==> src/rtl/frame_buf_pkg.sv <==
// frame_buf_pkg: shared FSM state type and helpers for the frame-buffer arbiter.
package frame_buf_pkg;

  typedef enum logic [2:0] {
    ST_IDLE,
    ST_WR_REQ,
    ST_WR_BUSY,
    ST_RD_REQ,
    ST_RD_BUSY
  } arb_state_t;

  function automatic int frame_words(input int h_act, input int v_act);
    return h_act * v_act;
  endfunction

  // Lowest buffer index that is neither being displayed nor holding the newest complete frame.
  function automatic logic [1:0] next_wr_buf(input logic [1:0] rd_idx, input logic [1:0] comp_idx,
                                             input int num_buf);
    logic [1:0] idx;
    idx = '0;
    for (int i = 3; i >= 0; i--)
      if (i < num_buf && 2'(i) != rd_idx && 2'(i) != comp_idx) idx = 2'(i);
    return idx;
  endfunction

endpackage

==> src/rtl/fb_burst_arb.sv <==
// fb_burst_arb: five-state SDRAM burst FSM with round-robin write/read arbitration.
module fb_burst_arb
  import frame_buf_pkg::*;
(
  input  logic clk,
  input  logic rst_n,
  input  logic i_hold,
  input  logic i_wr_pend,
  input  logic i_rd_pend,
  input  logic i_wr_ack,
  input  logic i_wr_done,
  input  logic i_rd_ack,
  input  logic i_rd_done,
  output logic o_wr_req,
  output logic o_rd_req,
  output logic o_idle,
  output logic o_wr_fin,
  output logic o_rd_fin
);

  arb_state_t r_state, w_state_nx;
  logic       r_last_rd, w_last_rd_nx;

  always_ff @(posedge clk) begin
    if (!rst_n) begin
      r_state   <= ST_IDLE;
      r_last_rd <= 1'b1;
    end else begin
      r_state   <= w_state_nx;
      r_last_rd <= w_last_rd_nx;
    end
  end

  // A pending frame event freezes new grants so it is applied against stable counters.
  always_comb begin
    w_state_nx   = r_state;
    w_last_rd_nx = r_last_rd;
    case (r_state)
      ST_IDLE:
        if (!i_hold) begin
          if (i_wr_pend && (!i_rd_pend || r_last_rd)) begin
            w_state_nx   = ST_WR_REQ;
            w_last_rd_nx = 1'b0;
          end else if (i_rd_pend) begin
            w_state_nx   = ST_RD_REQ;
            w_last_rd_nx = 1'b1;
          end
        end
      ST_WR_REQ:  w_state_nx = i_wr_ack ? ST_WR_BUSY : ST_WR_REQ;
      ST_WR_BUSY: w_state_nx = i_wr_done ? ST_IDLE : ST_WR_BUSY;
      ST_RD_REQ:  w_state_nx = i_rd_ack ? ST_RD_BUSY : ST_RD_REQ;
      ST_RD_BUSY: w_state_nx = i_rd_done ? ST_IDLE : ST_RD_BUSY;
      default:    w_state_nx = ST_IDLE;
    endcase
  end

  assign o_wr_req = r_state == ST_WR_REQ;
  assign o_rd_req = r_state == ST_RD_REQ;
  assign o_idle   = r_state == ST_IDLE;
  assign o_wr_fin = r_state == ST_WR_BUSY && i_wr_done;
  assign o_rd_fin = r_state == ST_RD_BUSY && i_rd_done;

endmodule

==> src/rtl/frame_buf_arbiter.sv <==
// frame_buf_arbiter: rotates 3-4 SDRAM frame buffers between camera writer and display reader,
// latching frame events, counting aborted frames and flagging the first complete frame.
module frame_buf_arbiter
  import frame_buf_pkg::*;
#(
  parameter int DATA_W     = 16,
  parameter int ADDR_W     = 24,
  parameter int H_ACT      = 640,
  parameter int V_ACT      = 480,
  parameter int BURST_LEN  = 256,
  parameter int NUM_BUF    = 3,
  parameter int BUF_STRIDE = 2 ** 19,
  parameter int FIFO_CNT_W = 10
) (
  input  logic                  clk,
  input  logic                  rst_n,
  input  logic                  vsync_pos,
  input  logic                  rd_frame_start,
  input  logic [FIFO_CNT_W-1:0] wr_fifo_cnt,
  input  logic [FIFO_CNT_W-1:0] rd_fifo_space,
  output logic                  wr_req,
  output logic [ADDR_W-1:0]     wr_addr,
  input  logic                  wr_ack,
  input  logic                  wr_done,
  output logic                  rd_req,
  output logic [ADDR_W-1:0]     rd_addr,
  input  logic                  rd_ack,
  input  logic                  rd_done,
  output logic                  wr_fifo_clr,
  output logic                  vga_init_value,
  output logic [1:0]            wr_buf_idx,
  output logic [1:0]            rd_buf_idx,
  output logic [15:0]           drop_cnt
);

  localparam int FW = frame_words(H_ACT, V_ACT);
  localparam int WC_W = $clog2(FW + 1);
  localparam logic [WC_W-1:0] FW_C = WC_W'(FW);
  localparam logic [WC_W-1:0] BL_C = WC_W'(BURST_LEN);
  localparam logic [ADDR_W-1:0] STRIDE_A = ADDR_W'(BUF_STRIDE);

  if (DATA_W < 1 || NUM_BUF < 3 || NUM_BUF > 4 || FW % BURST_LEN != 0 || BUF_STRIDE < FW)
  begin : g_bad_param
    $error("frame_buf_arbiter: illegal parameter set");
  end

  logic            r_vs_pend, r_rf_pend;
  logic            r_wr_active, r_rd_active, r_comp_valid;
  logic [1:0]      r_comp_idx, r_wr_buf_idx, r_rd_buf_idx;
  logic [WC_W-1:0] r_wr_word, r_rd_word;
  logic [15:0]     r_drop_cnt;
  logic            r_wr_fifo_clr, r_vga_init;
  logic [ADDR_W-1:0] r_wr_addr, r_rd_addr;

  logic            w_idle, w_wr_fin, w_rd_fin, w_wr_req, w_rd_req;
  logic            w_apply_w, w_apply_r, w_wr_complete, w_comp_valid_n;
  logic [1:0]      w_comp_idx_n;
  logic [WC_W-1:0] w_wr_word_nx, w_rd_word_nx;
  logic            w_wr_pend, w_rd_pend;

  assign w_wr_pend      = r_wr_active && 32'(wr_fifo_cnt) >= BURST_LEN;
  assign w_rd_pend      = r_rd_active && 32'(rd_fifo_space) >= BURST_LEN;
  assign w_apply_w      = w_idle && r_vs_pend;
  assign w_apply_r      = w_idle && r_rf_pend;
  assign w_wr_complete  = r_wr_word == FW_C;
  // Write event resolves first so a simultaneous read event picks up the frame just closed.
  assign w_comp_idx_n   = (w_apply_w && w_wr_complete) ? r_wr_buf_idx : r_comp_idx;
  assign w_comp_valid_n = r_comp_valid || (w_apply_w && w_wr_complete);
  assign w_wr_word_nx   = r_wr_word + BL_C;
  assign w_rd_word_nx   = r_rd_word + BL_C;

  fb_burst_arb u_arb (
    .clk      (clk),
    .rst_n    (rst_n),
    .i_hold   (r_vs_pend || r_rf_pend),
    .i_wr_pend(w_wr_pend),
    .i_rd_pend(w_rd_pend),
    .i_wr_ack (wr_ack),
    .i_wr_done(wr_done),
    .i_rd_ack (rd_ack),
    .i_rd_done(rd_done),
    .o_wr_req (w_wr_req),
    .o_rd_req (w_rd_req),
    .o_idle   (w_idle),
    .o_wr_fin (w_wr_fin),
    .o_rd_fin (w_rd_fin)
  );

  always_ff @(posedge clk) begin
    if (!rst_n) begin
      r_vs_pend     <= 1'b0;
      r_rf_pend     <= 1'b0;
      r_wr_active   <= 1'b0;
      r_rd_active   <= 1'b0;
      r_comp_valid  <= 1'b0;
      r_comp_idx    <= '0;
      r_wr_buf_idx  <= '0;
      r_rd_buf_idx  <= 2'(NUM_BUF - 1);
      r_wr_word     <= '0;
      r_rd_word     <= '0;
      r_drop_cnt    <= '0;
      r_wr_fifo_clr <= 1'b0;
      r_vga_init    <= 1'b0;
      r_wr_addr     <= '0;
      r_rd_addr     <= '0;
    end else begin
      r_vs_pend     <= vsync_pos || (r_vs_pend && !w_apply_w);
      r_rf_pend     <= rd_frame_start || (r_rf_pend && !w_apply_r);
      r_wr_fifo_clr <= w_apply_w && !w_wr_complete && r_wr_active;
      r_comp_idx    <= w_comp_idx_n;
      r_comp_valid  <= w_comp_valid_n;
      if (w_apply_w) begin
        r_wr_word   <= '0;
        r_wr_active <= 1'b1;
        if (w_wr_complete) r_wr_buf_idx <= next_wr_buf(r_rd_buf_idx, r_wr_buf_idx, NUM_BUF);
        else if (r_wr_active && r_drop_cnt != 16'hFFFF) r_drop_cnt <= r_drop_cnt + 16'd1;
      end else if (w_wr_fin) begin
        r_wr_word <= w_wr_word_nx;
        if (w_wr_word_nx == FW_C) r_wr_active <= 1'b0;
      end
      if (w_apply_r && w_comp_valid_n) begin
        r_rd_buf_idx <= w_comp_idx_n;
        r_rd_word    <= '0;
        r_rd_active  <= 1'b1;
        r_vga_init   <= 1'b1;
      end else if (w_rd_fin) begin
        r_rd_word <= w_rd_word_nx;
        if (w_rd_word_nx == FW_C) r_rd_active <= 1'b0;
      end
      r_wr_addr <= ADDR_W'(r_wr_buf_idx) * STRIDE_A + ADDR_W'(r_wr_word);
      r_rd_addr <= ADDR_W'(r_rd_buf_idx) * STRIDE_A + ADDR_W'(r_rd_word);
    end
  end

  assign wr_req         = w_wr_req;
  assign rd_req         = w_rd_req;
  assign wr_addr        = r_wr_addr;
  assign rd_addr        = r_rd_addr;
  assign wr_fifo_clr    = r_wr_fifo_clr;
  assign vga_init_value = r_vga_init;
  assign wr_buf_idx     = r_wr_buf_idx;
  assign rd_buf_idx     = r_rd_buf_idx;
  assign drop_cnt       = r_drop_cnt;

endmodule

==> config.mk <==
export PLATFORM = sky130hd
export DESIGN_NAME = frame_buf_arbiter
export DESIGN_NICKNAME = d
export VERILOG_FILES = /design/src/rtl/frame_buf_pkg.sv /design/src/rtl/fb_burst_arb.sv /design/src/rtl/frame_buf_arbiter.sv
export SDC_FILE = /design/constraint.sdc
export NUM_CORES = 1
export LEC_CHECK = 0
export CELL_PAD_IN_SITES_DETAIL_PLACEMENT = 1
export CELL_PAD_IN_SITES_GLOBAL_PLACEMENT = 2
export CORE_MARGIN = 3
export CORE_UTILIZATION = 28
export CTS_CLUSTER_DIAMETER = 200
export CTS_CLUSTER_SIZE = 12
export DETAILED_ROUTE_END_ITERATION = 12
export PLACE_DENSITY_LB_ADDON = 0.1
export SYNTH_ARGS = -nofsm -noshare
export SYNTH_HDL_FRONTEND = slang
export SYNTH_SLANG_ARGS = --single-unit
==> constraint.sdc <==
create_clock -name clk -period 2.32 [get_ports clk]
set_input_delay 0.348 -clock clk [delete_from_list [all_inputs] [get_ports clk]]
set_output_delay 0.348 -clock clk [all_outputs]
set_load 0.05 [all_outputs]
==> results.md, run 1 <==
* Routed Antenna Nets at 0
* Drt drc at 0
* Fin Hold WS at 0.453 ns
* CP Capture Type: register
* Worst Path Arrival at around 2.4 ns
* Largest family of logic cells by synthesized area: simple AND/OR/NAND/NOR gates
* Pre-antenna DRT Iters at 4
* Run status: finished clean
* Setup TNS at 0 ns
* Post-Synth Simple-Gate Area at 27.8%
* Clk pwr share at 42.8%
* Sequential share of power at between 40 and 50%
* Top cell type's share of synthesized area at between 40% and 50%
* Core area at between 10,000 and 15,000 sq um
* Clk sinks at 81
* CP startpoint: r_wr_word[8]
* R2r setup slk at 0.24 ns
* Worst VDD drop at 0.399 mV
* Layout cells sized above 1 at roughly a tenth
* Crit Path Category: reg -> reg
* Req. time, crit path at roughly 2.6 ns
* I/O Pins at 100
* Initial antenna violation count at 0
* Skew final at between 0.004 and 0.005 ns
* Synthesized area per cell at between 8 and 9 sq um
* #FFs+latches synth at ~80
* TritonCTS clock tree: yes
* Post-Synth XOR/XNOR Area at 7.16%
* Die width at around 120 um
* Min cycle time layout at roughly 2.1 ns
* Clock slew at reported path FFs at 0.06 ns
* Slowest CP cell: or4_4
* Post-Syn Area at 3670 sq um
* Ranking of synthesized cells by area: dfxtp_1 44%, buf_4 4.7%, nor2_1 4.6%
* Compound-gate portion of the synthesized area at 8.72%
* # port buffers at 61
* R2r endpoint: drop_cnt[11]
* Rows at roughly 40
* Number of H-tree levels at 3
* Yosys top cell by area: dfxtp_1
* Root buf cell: clkbuf_16
* WL per Instance at 13.6 um
* Max Cap Viol at 0
* Hold crit path type: reg -> reg
* Synth-to-layout area growth at 30.6%
* Via density at roughly 4.5
* Hold Vio Cnt, Final at 0
* # diodes at 0
* Psw at about 0.86 mW
* Max incr delay on CP at roughly 0.56 ns
* Comb pwr share at 13.0%
* Largest net degree at the start of global routing at 43
* Reg2reg start: r_wr_word[8]
* Ys Warns at 0
* Most frequent cells in the layout: 81 x dfxtp_1, 59 x clkdlybuf4s50_1, 45 x nor2_1
* FMAX at about 480 MHz
* Worst-Skew Late Latency at ~0.33 ns
* Setup crit start kind: register
* Overall Global Routing Usage at approximately an eighth
* Async SR Flop Fraction at 0%
* Post-synth EDFFs at 0
* Final setup violation count at 0
* Final nets at 519
* Postcts setup bufs at 0
* Internal power at between 2 and 2.5 mW
* Most common cell after layout, fill and taps aside: dfxtp_1
* Synth cell types at 52
* Clock Path Buffers at 2
* Vias in the first global route at approximately 3k
* Crit path to: drop_cnt[11]
* Final WL at between 9000 and 10,000 um
* Starting Density at 28.9%
* Final GP Congestion at 0.786
* CP cell instances: inv_1, ha_1, nor4bb_1, and3_4, or4_4, or3_1, a21oi_1
* Fin util at 37.7%
* Remaining Overflow, GRT at 0
* Sw Ratio at a little over a quarter
* Synthesized instance count at 412
* RSZ-0062 raised after global routing: false
* Synth Area in Adders at around 1.4%
* Die Ht at roughly 120 um
* Vias post-DR at 3,012
* Final Cycle Share at approximately nine tenths
* First-pass GRT wire length at around 15,000 um
* Seq/Total Area, Yosys at between 40% and 50%
* Actual slew at the worst max-slew pin at ~0.58 ns
* Worst reg-to-reg path cell count at 7
* Ys flop type: dfxtp_1
* DPL Wire Length at approximately 6600 um
* Leak pwr at ~1.8 nW
* Max_slew headroom at between 60% and 70%
* Crit Path Max Fanout at 7
* DRT iter0 DRCs at 111
* Pwr/cell area at a little under 700 nW/um^2
* Mux share of post-synthesis cell area at between 2 and 3%
* Slew Limit Fails at 0
* CTS buffer count at 9
* Die area at between 10,000 and 15,000 sq um
* Number of fill cells at about 1.5k
## Yosys cell counts (all sizes together), types with 2 or more instances
cell / instances
dfxtp: 81
nor2: 45
nand2: 29
buf: 27
and2: 25
a21oi: 18
nand3: 18
xnor2: 16
o21ai: 15
xor2: 14
inv: 13
clkbuf: 12
mux2i: 10
nand4: 10
nor3: 9
and3: 8
nand2b: 8
a2111oi: 4
ha: 4
nor4b: 4
a211oi: 3
and4: 3
nand3b: 3
nor2b: 3
nor3b: 3
nor4: 3
or3: 3
a31oi: 2
nand4bb: 2
nor4bb: 2
## layer usage
layer,GRT usage (%),vias up,share of wire (%)
met1,17.0,1427,48
met3,2.53,8,3.8
met5,0,-,0
li1,-,1518,-
met4,5.88,0,1.7
met2,20.9,59,47
## area by class of cell
cell class	instances	area, sq um	share of cell area (%)
inverter	13	48.8	1.02
multi-input combinational	300	1850	38.5
clock buffer	11	233	4.85
tap	172	215	4.49
sequential	81	1620	33.8
clock inverter	5	56.3	1.17
timing repair buffer	82	776	16.2
## worst min-delay path by stage
stage,start,end,depth (start not counted)
finish,r_comp_valid,r_comp_valid,2
global route,r_comp_valid,r_comp_valid,2
CTS,r_comp_valid,r_comp_valid,2
detailed placement,r_comp_valid,r_comp_valid,2
global placement,r_comp_valid,r_comp_valid,2
floorplan,r_comp_valid,r_comp_valid,2
## through the flow
step	power, mW	cells	area [sq um]	setup slack (ns)
4_1_cts	3.32	664	4790	0.165
6_report	3.26	664	4800	0.238
3_3_place_gp	1.89	648	4500	0.256
3_5_place_dp	1.90	648	4500	0.186
2_1_floorplan	1.79	433	3750	0.0929
5_1_grt	3.42	664	4800	0.0734
## power groups by stage
stage / clock network, mW / logic [mW] / registers, mW
after floorplan: 0 / 0.305 / 1.49
after global placement: 0 / 0.422 / 1.47
after detailed placement: 0 / 0.431 / 1.47
after CTS: 1.45 / 0.431 / 1.44
after global routing: 1.51 / 0.465 / 1.44
final: 1.39 / 0.424 / 1.44
## state kept, by name (all words and copies together) (netlist names)
signal           flops
drop_cnt            16
rd_addr             13
wr_addr             13
r_rd_word           11
r_wr_word           11
u_arb.r_state        3
r_comp_idx           2
rd_buf_idx           2
wr_buf_idx           2
r_comp_valid         1
r_rd_active          1
r_rf_pend            1
r_vs_pend            1
r_wr_active          1
u_arb.r_last_rd      1
vga_init_value       1
wr_fifo_clr          1
## kinds of logic after synthesis
logic type                 count (synthesis)
buffers and inverters                     52
and+or+nand+nor                          183
adders and majority gates                  4
xor gates and xnor gates                  30
muxes                                     10
other                                      1
DFF                                       81
AOI/OAI and AO/OA                         51
## critical path, delay by kind of cell (launching register included)
family / cells / cell delay [ns]
AO/OA/AOI/OAI: 1 / 0.14
adder cells (fa/ha/maj): 1 / 0.20
buffers and inverters: 1 / 0.09
flip-flops: 1 / 0.33
AND/OR/NAND/NOR: 4 / 1.24
## what timing repair did
action	in CTS	in global routing
resized for setup	0	1
setup endpoints to repair	0	1
hold buffers	0	0
Power figures use the tool's default switching activity.
==> inputs of run 2 (changes only) <==
CORE_UTILIZATION = 30   (was 28)
clock period = 2.7 ns   (was 2.32 ns; I/O delays follow)
==> run 2 against run 1 <==
Global-route usage up 0.75 points. Clock power about the same. Worst hold slack worse by 0.00099 ns. Via count down 2.3%. Sequential share of layout area up 0.73 points. Cell count down 6.5%. Non-clock buffer count down 14. Critical path type is now reg -> out. Die area down 6.3%. Critical endpoint is now rd_req.
==> results.md, run 2 (synthesis gave the netlist of run 1 again) <==
* # port buffers at roughly 60
* Pwr/cell area at approximately 640 nW/um^2
* DPL Wire Length at approximately 6400 um
* CP Capture Type: output port
* Clock Path Buffers at 2
* Drt drc at 0
* Worst-Skew Late Latency at 0.34 ns
* FMAX at approximately 400 MHz
* Hold crit path type: reg -> reg
* Most frequent cells in the layout: 81 x dfxtp_1, 61 x clkdlybuf4s50_1, 45 x nor2_1
* Run status: finished clean
* Setup crit start kind: register
* WL per Instance at ~14 um
* Setup WS pre-CTS at about 0.43 ns
* Number of fill cells at between 1k and 1.5k
* Max incr delay on CP at around 0.82 ns
* Crit Path Category: reg -> out
* Setup TNS at 0 ns
* Synth-to-layout area growth at 27.8%
* Top delay family on crit path: buffers and inverters
* FF+latch area at approximately 1600 sq um
* Max Cap Viol at 0
* CTS buffer count at 9
* Skew final at 0.00928 ns
* Worst VDD drop at around 0.26 mV
* Vias in the first global route at ~3.0k
* Post-CTS sizing at 0
* Slowest CP cell: clkdlybuf4s50_1
* DRT iter0 DRCs at 85
* Via density at 4.74
* Rows at 39
* Req. time, crit path at about 2.3 ns
* RSZ-0062 raised after global routing: false
* Multi-input logic area at 1840 sq um
* Remaining Overflow, GRT at 0
* Min cycle time layout at 2.45 ns
* Setup WS post-layout at ~0.25 ns
* Hold Vio Cnt, Final at 0
* Largest net degree at the start of global routing at 23
* Final Cycle Share at about nine tenths
* Number of H-tree levels at 3
* CP bufs+invs at 1
* Vias post-DR at between 2k and 3k
* First-pass GRT wire length at around 15,000 um
* Clock slew at reported path FFs at approximately 0.060 ns
* Most common cell after layout, fill and taps aside: dfxtp_1
* TritonCTS clock tree: yes
* Routed Antenna Nets at 0
* CP cell instances: and3b_1, clkdlybuf4s50_1
* Hold buffer count at CTS at 0
* Die area at 13,600 sq um
* Root buf cell: clkbuf_16
* Overall Global Routing Usage at ~14%
* Layout cells sized above 1 at roughly 6.7%
* Postcts setup bufs at 0
* Largest register FFs at 16
* Crit Path Max Fanout at 14
* Final GP Congestion at 0.746
* Max_slew headroom at 56.0%
* I/O Pins at 100
* # diodes at 0
* Worst Path Arrival at roughly 2.0 ns
* Initial antenna violation count at 0
* Die Ht at approximately 120 um
* Starting Density at 31.4%
* Core area at around 12,000 sq um
* Slew Limit Fails at 0
* Clk sinks at about 80
* Pre-antenna DRT Iters at 4
* Die width at 117 um
* Final nets at between 500 and 600
* Leak pwr at approximately 1.7 nW
* Actual slew at the worst max-slew pin at between 0.6 and 0.7 ns
* Final WL at a little under 9000 um
* Final setup violation count at 0
[run 2: path summary, 6_finish.rpt]
| path | depth (start not counted) | startpoint | slack [ns] | to |
|---|---|---|---|---|
| setup / recovery | 2 | u_arb.r_state[1] | 0.25 | rd_req |
| hold / removal | 2 | r_comp_valid | 0.45 | r_comp_valid |
| setup reg to reg | 5 | u_arb.r_state[1] | 0.47 | drop_cnt[11] |
| hold reg to reg | 2 | r_comp_valid | 0.45 | r_comp_valid |
[run 2: area by class of cell]
cell class / count / share of cell area (%)
multi-input cells: 300 / 39.1
flip-flops and latches: 81 / 34.5
repair buffers: 68 / 14.1
clock buffers: 11 / 5.17
well taps: 143 / 3.81
clock inverters: 5 / 2.19
inverters: 13 / 1.04
[run 2: worst reg2reg max path, stage by stage, from the launching register on]
cell	delay [ns]
dfxtp_1	0.45
nor4b_4	0.40
nand2_1	0.26
or4_4	0.60
or3_1	0.32
a21oi_1	0.14
[run 2: routing by layer]
layer  global-route usage (%)  up-vias  wire length, um
met1                     17.8     1389             4300
met3                     3.26        9              378
li1                         -     1486                -
met5                        0        -                0
met2                     21.9       60             3970
met4                     6.19        0              146
[run 2: per-stage QoR]
stage | area [sq um] | utilization, % | power [mW] | hold slack [ns] | instances
3_5_place_dp | 4350 | 37.1 | 1.61 | 0.446 | 605
2_1_floorplan | 3750 | - | 1.54 | 0.426 | 433
5_1_grt | 4690 | 40.1 | 3.13 | 0.483 | 621
4_1_cts | 4690 | 40.1 | 3.04 | 0.458 | 621
3_3_place_gp | 4350 | 37.1 | 1.60 | 0.439 | 605
6_report | 4690 | 40.1 | 2.99 | 0.452 | 621
[run 2: power by group]
group	leakage (nW)	total [mW]	switching [mW]	internal, mW
Combinational	0.920	0.317	0.211	0.106
Clock	0.166	1.41	0.484	0.927
Sequential	0.654	1.26	0.0426	1.22
Total	1.74	2.99	0.737	2.25
==> inputs of run 3 (changes only) <==
CTS_BUF_LIST = sky130_fd_sc_hd__clkbuf_16   (was not set)
==> run 3 against run 2 <==
Flip-flop and latch count stayed put. Critical path depth stayed put. Fmax is 0.21% higher. Highest routed layer unchanged. Critical path type unchanged. Sequential share of layout area is 0.074 points higher. Worst setup slack better by 0.0052 ns. Routed wire length hardly changed. Worst hold slack hardly changed. Count of clock-buffer cells in the layout is 2 lower. Clock skew is 0.0028 ns lower. Core utilization is 0.085 points lower. Largest cell class unchanged.
==> results.md, run 3 (synthesis gave the netlist of run 1 again) <==
* Clock Path Buffers at 2
* Largest net degree at the start of global routing at 23
* I/O Pins at 100
* Slew Limit Fails at 0
* Most frequent cells in the layout: 81 x dfxtp_1, 61 x clkdlybuf4s50_1, 45 x nor2_1
* Clk sinks at just over 80
* Vias in the first global route at between 3k and 4k
* Number of fill cells at between 1k and 1.5k
* Final GP Congestion at about 0.75
* M1 wire length at approximately 4300 um
* FMAX at around 410 MHz
* Initial antenna violation count at 0
* Postcts setup bufs at 0
* Worst-Skew Late Latency at approximately 0.34 ns
* Final Cycle Share at between 90% and 100%
* Post-CTS sizing at 0
* Run status: finished clean
* Die width at approximately 120 um
* Crit Path Category: reg -> out
* Met2 wire length at slightly below 4000 um
* Synth-to-layout area growth at 27.6%
* Pwr/cell area at 631 nW/um^2
* Final setup violation count at 0
* Leak pwr at ~1.7 nW
* DPL Wire Length at about 6400 um
* Met3 WL at approximately 380 um
* Setup TNS at 0 ns
* Clock slew at reported path FFs at 0.06 ns
* Largest register FFs at 16
* Die area at between 10,000 and 15,000 sq um
* Worst VDD drop at 0.260 mV
* Req. time, crit path at between 2 and 2.5 ns
* Layout cells sized above 1 at between 6 and 7%
* Number of H-tree levels at 3
* CP Capture Type: output port
* Fin Hold WS at between 0.4 and 0.5 ns
* Slowest CP cell: clkdlybuf4s50_1
* Actual slew at the worst max-slew pin at about 0.65 ns
* Max_slew headroom at a little under three fifths
* Remaining Overflow, GRT at 0
* WL per Instance at 14.2 um
* Starting Density at 31.4%
* DRT iter0 DRCs at between 80 and 90
* Hold buffer count at CTS at 0
* Core area at approximately 12,000 sq um
* Crit Path Max Fanout at 14
* Hold Vio Cnt, Final at 0
* Drt drc at 0
* First-pass GRT wire length at about 15,000 um
* Max Cap Viol at 0
* # diodes at 0
* Routed Antenna Nets at 0
* Worst Path Arrival at 2.04 ns
* Pre-antenna DRT Iters at 4
* CP cell instances: and3b_1, clkdlybuf4s50_1
* Hold crit path type: reg -> reg
* Rows at 39
* Max incr delay on CP at between 0.8 and 0.9 ns
* Setup crit start kind: register
* CTS buffer count at 9
* Final WL at roughly 9000 um
* Via density at around 4.8
* Final nets at between 500 and 600
* Skew final at ~0.0065 ns
* Max Used Layer: met4
* Die Ht at between 100 and 150 um
* RSZ-0062 raised after global routing: false
* Vias post-DR at about 3k
* TritonCTS clock tree: yes
* # port buffers at approximately 60
* Overall Global Routing Usage at about 14%
* Most common cell after layout, fill and taps aside: dfxtp_1
* Min cycle time layout at between 2 and 2.5 ns
* Root buf cell: clkbuf_16
==> run 3: cell types whose count changed in the layout (fill, tap and decap cells not counted), sizes merged <==
cell,previous run,this run
inv,13,14
clkinv,1,2
clkbuf,11,9
==> run 3: layout make-up <==
| class | count | area (sq um) | area share, % |
|---|---|---|---|
| multi-input combinational | 300 | 1840 | 39.2 |
| sequential | 81 | 1620 | 34.6 |
| timing repair buffer | 68 | 663 | 14.2 |
| clock buffer | 9 | 225 | 4.81 |
| tap | 143 | 179 | 3.82 |
| clock inverter | 7 | 110 | 2.35 |
| inverter | 13 | 48.8 | 1.04 |
==> run 3: critical path: cells and delay by family (launching register included) <==
kind | cells | cell delay (ns)
buf+inv | 1 | 0.82
simple gates | 1 | 0.28
flops | 1 | 0.61
==> run 3: metrics by stage <==
stage	setup slack (ns)	utilization [%]	std cells	cell area, sq um	total power, mW
finish	0.256	40.0	621	4680	2.96
global route	0.133	40.0	621	4680	3.09
CTS	0.234	40.0	621	4680	3.01
detailed placement	0.434	37.1	605	4350	1.61
global placement	0.437	37.1	605	4350	1.60
floorplan	0.460	-	433	3750	1.54
==> run 3: worst paths after layout <==
path / start / endpoint / slack, ns / cells past startpoint
setup / recovery: u_arb.r_state[1] / rd_req / 0.26 / 2
setup reg to reg: u_arb.r_state[1] / drop_cnt[11] / 0.47 / 5
hold / removal: r_comp_valid / r_comp_valid / 0.45 / 2
hold reg to reg: r_comp_valid / r_comp_valid / 0.45 / 2
==> run 3: per-layer routing <==
| layer | global-route usage (%) | vias up |
|---|---|---|
| met5 | 0 | - |
| met4 | 6.19 | 0 |
| met3 | 3.26 | 13 |
| met2 | 22.0 | 60 |
| met1 | 17.8 | 1391 |
| li1 | - | 1488 |
==> run 3: power breakdown <==
group          total (mW)  internal [mW]  switching, mW
Sequential           1.26           1.22         0.0423
Combinational       0.317          0.106          0.211
Clock                1.38          0.895          0.485
